File: src/rtl/div_pkg.sv
// Shared definitions for the sequential signed divider: FSM states,
// default operand width and the quotient returned on divide-by-zero.
package div_pkg;

  localparam int unsigned DIV_WIDTH = 32;

  // Divide-by-zero quotient. All ones, so sign-extending it gives all ones at any width.
  localparam logic [DIV_WIDTH-1:0] DIV_ZERO_QUO = '1;

  typedef enum logic [2:0] {
    IDLE  = 3'd0,
    SETUP = 3'd1,
    ITER  = 3'd2,
    FIXUP = 3'd3,
    DONE  = 3'd4
  } div_state_e;

endpackage : div_pkg

File: src/rtl/div_step.sv
// One restoring-division step on unsigned magnitudes.
// {R,Q} is shifted left by one. The shifted R is compared against D,
// and the result bit enters Q[0].
module div_step #(
  parameter int unsigned WIDTH = 32
) (
  input  logic [WIDTH-1:0] rem_i,
  input  logic [WIDTH-1:0] quo_i,
  input  logic [WIDTH-1:0] div_i,
  output logic [WIDTH-1:0] rem_o,
  output logic [WIDTH-1:0] quo_o
);

  logic [WIDTH:0] shifted;
  logic [WIDTH:0] trial;

  // Shifted remainder carries one extra bit so the trial subtraction sign is exact.
  // When the trial is negative the shifted value is below D, so it fits in WIDTH bits.
  always_comb begin
    shifted = {rem_i, quo_i[WIDTH-1]};
    trial   = shifted - {1'b0, div_i};
    rem_o   = trial[WIDTH] ? shifted[WIDTH-1:0] : trial[WIDTH-1:0];
    quo_o   = {quo_i[WIDTH-2:0], ~trial[WIDTH]};
  end

endmodule : div_step

File: src/rtl/div_seq_ctrl.sv
// Multi-cycle signed divider sequencer with a start/busy/done handshake.
// Operands are converted to magnitudes, divided by an iterative restoring
// step, then sign-corrected. The result truncates toward zero, and the
// remainder takes the dividend's sign.
module div_seq_ctrl
  import div_pkg::*;
#(
  parameter int unsigned WIDTH = DIV_WIDTH
) (
  input  logic             clock_i,
  input  logic             clear_i,
  input  logic             start_i,
  input  logic [WIDTH-1:0] dividend_i,
  input  logic [WIDTH-1:0] divisor_i,
  output logic             busy_o,
  output logic             done_o,
  output logic             div_zero_o,
  output logic [WIDTH-1:0] quotient_o,
  output logic [WIDTH-1:0] remainder_o
);

  localparam int unsigned CW = $clog2(WIDTH);
  localparam logic [CW-1:0] LAST_CNT = CW'(WIDTH - 1);
  localparam logic [WIDTH-1:0] ZERO_QUO = WIDTH'($signed(DIV_ZERO_QUO));

  div_state_e state_q, state_d;

  logic [WIDTH-1:0] a_q, a_d;        // captured dividend
  logic [WIDTH-1:0] b_q, b_d;        // captured divisor
  logic             sign_a_q, sign_a_d;
  logic             neg_q_q, neg_q_d; // quotient sign = sign_a ^ sign_b
  logic [WIDTH-1:0] r_q, r_d;        // partial remainder
  logic [WIDTH-1:0] q_q, q_d;        // magnitude dividend shifting into quotient
  logic [WIDTH-1:0] d_q, d_d;        // divisor magnitude
  logic [CW-1:0]    cnt_q, cnt_d;
  logic [WIDTH-1:0] quo_q, quo_d;
  logic [WIDTH-1:0] rem_q, rem_d;
  logic             dz_q, dz_d;

  logic [WIDTH-1:0] step_r;
  logic [WIDTH-1:0] step_q;

  // Magnitude of a two's-complement value.
  // The most negative value maps to 2^(WIDTH-1) as an unsigned number.
  function automatic logic [WIDTH-1:0] abs_val(input logic [WIDTH-1:0] x);
    return x[WIDTH-1] ? -x : x;
  endfunction

  div_step #(.WIDTH(WIDTH)) u_step (
    .rem_i (r_q),
    .quo_i (q_q),
    .div_i (d_q),
    .rem_o (step_r),
    .quo_o (step_q)
  );

  // State and datapath registers. Clear aborts any operation in flight.
  always_ff @(posedge clock_i or posedge clear_i) begin
    if (clear_i) begin
      state_q  <= IDLE;
      a_q      <= '0;
      b_q      <= '0;
      sign_a_q <= 1'b0;
      neg_q_q  <= 1'b0;
      r_q      <= '0;
      q_q      <= '0;
      d_q      <= '0;
      cnt_q    <= '0;
      quo_q    <= '0;
      rem_q    <= '0;
      dz_q     <= 1'b0;
    end else begin
      state_q  <= state_d;
      a_q      <= a_d;
      b_q      <= b_d;
      sign_a_q <= sign_a_d;
      neg_q_q  <= neg_q_d;
      r_q      <= r_d;
      q_q      <= q_d;
      d_q      <= d_d;
      cnt_q    <= cnt_d;
      quo_q    <= quo_d;
      rem_q    <= rem_d;
      dz_q     <= dz_d;
    end
  end

  // Next-state and datapath updates. Results move only on entry to DONE.
  always_comb begin
    state_d  = state_q;
    a_d      = a_q;
    b_d      = b_q;
    sign_a_d = sign_a_q;
    neg_q_d  = neg_q_q;
    r_d      = r_q;
    q_d      = q_q;
    d_d      = d_q;
    cnt_d    = cnt_q;
    quo_d    = quo_q;
    rem_d    = rem_q;
    dz_d     = dz_q;

    case (state_q)
      IDLE, DONE: begin
        if (start_i) begin
          state_d  = SETUP;
          a_d      = dividend_i;
          b_d      = divisor_i;
          sign_a_d = dividend_i[WIDTH-1];
          neg_q_d  = dividend_i[WIDTH-1] ^ divisor_i[WIDTH-1];
        end else begin
          state_d = IDLE;
        end
      end
      SETUP: begin
        if (b_q == '0) begin
          state_d = DONE;
          quo_d   = ZERO_QUO;
          rem_d   = a_q;
          dz_d    = 1'b1;
        end else begin
          state_d = ITER;
          r_d     = '0;
          q_d     = abs_val(a_q);
          d_d     = abs_val(b_q);
          cnt_d   = '0;
        end
      end
      ITER: begin
        r_d   = step_r;
        q_d   = step_q;
        cnt_d = cnt_q + CW'(1);
        if (cnt_q == LAST_CNT) begin
          state_d = FIXUP;
        end
      end
      FIXUP: begin
        state_d = DONE;
        quo_d   = neg_q_q ? -q_q : q_q;
        rem_d   = sign_a_q ? -r_q : r_q;
        dz_d    = 1'b0;
      end
      default: begin
        state_d = IDLE;
      end
    endcase
  end

  assign busy_o      = (state_q == SETUP) || (state_q == ITER) || (state_q == FIXUP);
  assign done_o      = (state_q == DONE);
  assign div_zero_o  = dz_q;
  assign quotient_o  = quo_q;
  assign remainder_o = rem_q;

endmodule : div_seq_ctrl

File: config.mk
export PLATFORM = sky130hd
export DESIGN_NAME = div_seq_ctrl
export DESIGN_NICKNAME = d
export VERILOG_FILES = /design/src/rtl/div_pkg.sv /design/src/rtl/div_step.sv /design/src/rtl/div_seq_ctrl.sv
export SDC_FILE = /design/constraint.sdc
export NUM_CORES = 1
export LEC_CHECK = 0
export BUFFER_PORTS_ARGS = -buffer_cell sky130_fd_sc_hd__buf_2
export CAP_MARGIN = 5
export CORE_MARGIN = 1
export CORE_UTILIZATION = 25
export CTS_CLUSTER_SIZE = 10
export DETAILED_ROUTE_END_ITERATION = 12
export SYNTH_ARGS = -nofsm -noshare
export SYNTH_HDL_FRONTEND = slang
export SYNTH_SLANG_ARGS = --single-unit
File: constraint.sdc
create_clock -name clock_i -period 10.3 [get_ports clock_i]
set_clock_uncertainty 0.05 [all_clocks]
set_input_delay 0 -clock clock_i [delete_from_list [all_inputs] [get_ports clock_i]]
set_output_delay 0 -clock clock_i [all_outputs]
set_load 0.1 [all_outputs]
Word level (Yosys, flattened, before mapping)
Cells that the tools add are included.

Output and inout port bits: 67. Input bits: 67. Register bits: 235.

Multiplexer cells: 21. Reduce and logical (&&, ||, !) cells: 11. Equality and inequality tests: 8. Bitwise operators: 3. Add/subtract/negate cells: 6.

Operators by type and width (count): two-way mux 32 bit (9); case mux 32 bit (2 select lines) (4); negation 32 bit (4); subtractor 33 x 32 -> 33 bit (1); logical NOT 32 bit (1); case mux 3 bit (4 select lines) (1); case mux 5 bit (2 select lines) (1); AND reduction 2 bit (4); equality test 3 x 2 -> 1 bit (second input constant) (2); two-way mux 3 bit (2); != test 2 bit (second input constant) (3); adder 5 x 1 -> 5 bit (second input constant) (1); equality test 5 bit (second input constant) (1); two-way mux 5 bit (1); nonzero test 2 bit (2); equality test 3 x 1 -> 1 bit (second input constant) (1); equality test 3 bit (second input constant) (1); logical NOT 3 bit (1); logical OR 1 bit (2); two-way mux 1 bit (2); NOT 1 bit (2); case mux 1 bit (2 select lines) (1); OR reduction 2 bit (1); bitwise XOR 1 bit (1).

Depth between registers and ports, before layout
Depth in word-level cells: 4. Depth in mapped cells: 13. Gate-level depth less buffers: 12.

Hierarchy
Synthesis repeated with hierarchy kept, for this count alone.

Cell total of the unflattened synthesis: 1489. Area total of the unflattened synthesis: 14642.8 µm².

Modules (own cells, without submodules): div_seq_ctrl (area each 12051.6 µm², cells an instance 1153, times used 1); div_step (area each 2591.2 µm², cells an instance 336, times used 1).

Worst setup path after synthesis
Ideal clock, no wire load.

Path kind: reg2reg. From: register b_q[6]. To: register rem_q[11] (netlist: remainder_o[11]). Arrival time: 3.274 ns. Clock period less this slack: 3.450 ns. Cell stages (with the launch flop): 9. Library setup time: 0.127 ns. Slack: 6.850 ns. Cells stage by stage: dfrtp_1 -> or4_1 -> or3_1 -> or4_4 -> or4_4 -> or4_4 -> nor2_4 -> nor2_1 -> a221o_1.

Word-level cells in the longest chain between the ends: 3.

Ends and longest elaborated chain: from (decl) (line div_seq_ctrl.sv:29) `logic [WIDTH-1:0] b_q, b_d;`; from (signal assigned) (line div_seq_ctrl.sv:62) `b_q <= '0;`; from (signal assigned) (line div_seq_ctrl.sv:75) `b_q <= b_d;`; logical NOT 32 bit (line div_seq_ctrl.sv:116) `if (b_q == '0) begin`; != test 2 bit (no source line); AND reduction 2 bit (no source line); to (signal assigned) (line div_seq_ctrl.sv:83) `rem_q <= rem_d;`; to (decl) (line div_seq_ctrl.sv:37) `logic [WIDTH-1:0] rem_q, rem_d;`.

Every way passes these cells. A chain may end at the register's enable or synchronous reset.

Worst setup path in the final report
From: register b_q[6]. To: register rem_q[2] (netlist: remainder_o[2]).

Same word-level chain as after synthesis.

==> reports/metrics.yaml <==
timing:
  report.final.hold_viol_count: 0
  max_clock_freq_mhz: 215
  final.setup.tns_ns: 0
  rsz0062_at_grt: "no"
  relSlewSlack_pct: 24.1
  slew_viol_final: 0
  worst_slew_pin_slew_ns: 1.14
  finalSetupViolations: 0
  period_minus_slack_ns: 4.65
  final.period_utilization_pct: 45.1
clocking:
  clkLatencyLatePin_ns: 0.58
  h-tree-depth: 1
  cts_hold_buf: 65
  post-cts-setup-buffer-count: 0
  tritoncts: "built"
  worst_setup_hold_path_clk_slew_ns: 0.05
  ctsResizeCount: 0
  cts.sinks: 234
  ctsLongestPathBuffers: 3
  root_buffer: "sky130_fd_sc_hd__clkbuf_16"
  tritoncts.num_buffers: 28
final_layout:
  insertedDiodeCount: 0
  flow.area_growth_from_synthesis_pct: 20.1
  proportion_of_layout_cells_with_a_drive_suffix_above_1_pct: 15.8
  nets: 1743
  final_cell_mix: "sky130_fd_sc_hd__dfrtp_1, sky130_fd_sc_hd__nand2_1, sky130_fd_sc_hd__o21ai_0"
  layout.cells.most_common: "sky130_fd_sc_hd__dfrtp_1"
floorplanning:
  die_height_um: 235
  core.rowCount: 85
  floorplan.io_pins: 134
  chipWidth_um: 235
  floorplan.core_area_um2: 53800
  starting_density_of_the_core_pct: 25.3
  fp.dieArea_um2: 55500
logic_synthesis:
  synth_xor_area_share_pct: 9.38
  leading_post_synthesis_cells_by_cell_area: "sky130_fd_sc_hd__dfrtp_1, sky130_fd_sc_hd__xor2_1, sky130_fd_sc_hd__o21ai_0"
  ys_ff_latch: 234
  adder_cell_area_share_of_the_yosys_netlist_pct: 3.64
  sequential_element_share_of_the_synthesized_area_pct: 43.0
  synth_flop_cell: "sky130_fd_sc_hd__dfrtp_1"
  yosysWarningCount: 0
  syn-num-nets: 1587
  combinational_family_with_the_most_area_after_synthesis: "compound AO/OA/AOI/OAI gates"
  synth.largest_area_cell: "sky130_fd_sc_hd__dfrtp_1"
  synthesis.area_per_instance_um2: 9.20
  post_synth_num_cell_types: 65
  synthSimpleGateAreaFrac_pct: 16.6
  compound_gate_portion_of_the_synthesized_area_pct: 17.5
  async_reset_ff_share_pct: 100
  netlist_instances: 1481
  synth_mux_area_share_pct: 5.77
  synth.cell_area_um2: 13600
  synth_largest_type_area_fraction_pct: 43.0
  post_synth_edffs: 0
critical_path:
  rr_startpoint: "b_q[6]$_DFFE_PP0P_"
  worstSetupPathType: "register to register"
  crit_path_max_incr_delay_ns: 0.88
  critPathTopFamily: "simple AND/OR/NAND/NOR gates"
  crit_path_top_delay_cell: "sky130_fd_sc_hd__nand2_1"
  timing.critical_path.mode_cell: "sky130_fd_sc_hd__or4_4"
  timing.rr.end: "remainder_o[2]$_DFFE_PP0P_"
  ff2ff_setup_slack_ns: 5.65
  worstPathBufferInverterCount: 0
  cp_data_required_time_ns: 10.67
  critical_path.startpoint_type: "register"
  worst-r2r-cell-count: 8
  worst-path-max-fanout: 29
  worstPathArrival_ns: 5.02
  end_kind: "register"
  critical_path.cell_chain: "or4_1 -> or3_1 -> or4_4 -> or4_4 -> nor4_1 -> nand2_1 -> nand3_1 -> o211ai_1"
min_path:
  hold_path_class: "primary input to asynchronous set/reset pin"
routing:
  viasPerCell: 4.76
  detail_route.wl_per_cell_um: 15.9
  antenna_left: 0
  iter_0_drt_violations: 732
  postRouteWirelength_um: 37200
  vias: 11100
  drc: 0
  dr.pass1.iters: 5
global_route:
  grtUsageTotal_pct: 13.4
  antenna_found_initial: 0
  grt_remaining_overflow: 0
  grt_start_max_net_pins: 114
  grt_pass1_vias: 10800
  first_pass_grt_wire_length_um: 60900
place:
  routabilityCongestion: 0.845
  buffer_ports.inserted: 133
  detailedPlacementHpwl_um: 27000
run:
  total_of_max_cap_violations: 0
run_status:
  status: "finished clean"
## logic make-up after synthesis
group	count (synthesis)
simple gates	471
xor+xnor	146
flops	234
mux	71
compound gates	387
fa+ha+maj	39
buf+inv	133
## per-stage QoR
step,setup slack [ns],utilization [%],hold WS [ns],instance area [um2],cells
after global routing,5.55,30.4,0.0995,16400,2344
after global placement,5.85,27.7,0.101,14900,2238
after floorplan,3.83,-,0.0668,13600,1481
after detailed placement,5.72,27.7,0.109,14900,2238
after CTS,5.75,30.4,0.0643,16400,2344
final,5.65,30.4,0.0242,16400,2344
## flip-flops by register name (all words and copies together), names as in the netlist
| signal | cells |
|---|---|
| cnt_q | 5 |
| r_q | 32 |
| state_q | 3 |
| neg_q_q | 1 |
| div_zero_o | 1 |
| remainder_o | 32 |
| d_q | 32 |
| b_q | 32 |
| quotient_o | 32 |
| q_q | 32 |
| a_q | 32 |
## tightest hold or removal path, delay by kind of cell
family	cells	cell delay [ns]
buffers and inverters	3	1.09
## worst max path at each step
stage | from | to | slack [ns] | cells after the start
2_1_floorplan | clear_i | a_q[0]$_DFFE_PP0P_ | 3.83 | 1
3_3_place_gp | b_q[6]$_DFFE_PP0P_ | remainder_o[16]$_DFFE_PP0P_ | 5.85 | 8
3_5_place_dp | b_q[6]$_DFFE_PP0P_ | remainder_o[2]$_DFFE_PP0P_ | 5.72 | 8
4_1_cts | b_q[6]$_DFFE_PP0P_ | remainder_o[1]$_DFFE_PP0P_ | 5.75 | 8
5_1_grt | b_q[6]$_DFFE_PP0P_ | remainder_o[18]$_DFFE_PP0P_ | 5.55 | 8
6_report | b_q[6]$_DFFE_PP0P_ | remainder_o[2]$_DFFE_PP0P_ | 5.65 | 8
## Yosys cell counts (all sizes together) (3+ instances only)
cell	instances
nor3	17
or4	26
nand3	86
a22o	5
a21boi	3
dfrtp	234
nand2b	10
mux2i	11
nand3b	4
a21oi	67
nor2b	11
nor2	67
ha	38
o41ai	15
or2	6
a31oi	12
o21ai	159
o22ai	3
o211ai	47
a221o	6
inv	49
xor2	93
o31a	3
nand4	7
mux2	60
clkbuf	64
nand2	189
a21o	6
and3	11
o31ai	36
buf	19
and2	4
or3	18
xnor2	53
nor4	7
o21a	9
## area by class of cell
cell class	count	area, um2
inverter	50	195
clock buffer	40	786
clock inverter	1	30.0
sequential	234	5860
fill	5630	37400
multi-input combinational	1114	7230
tap	696	871
timing repair buffer	209	1400
## per-layer routing
| metal | track usage (%) | up-vias | part of all wire (%) |
|---|---|---|---|
| li1 | - | 5596 | - |
| met1 | 19.5 | 5268 | 50 |
| met2 | 21.0 | 244 | 44 |
| met3 | 2.08 | 41 | 4.2 |
| met4 | 2.54 | 0 | 1.8 |
| met5 | 0 | - | 0 |
Power is left out: the tool's default activity adds up to more than one toggle a clock period on the data nets, which glitch-free logic cannot reach.
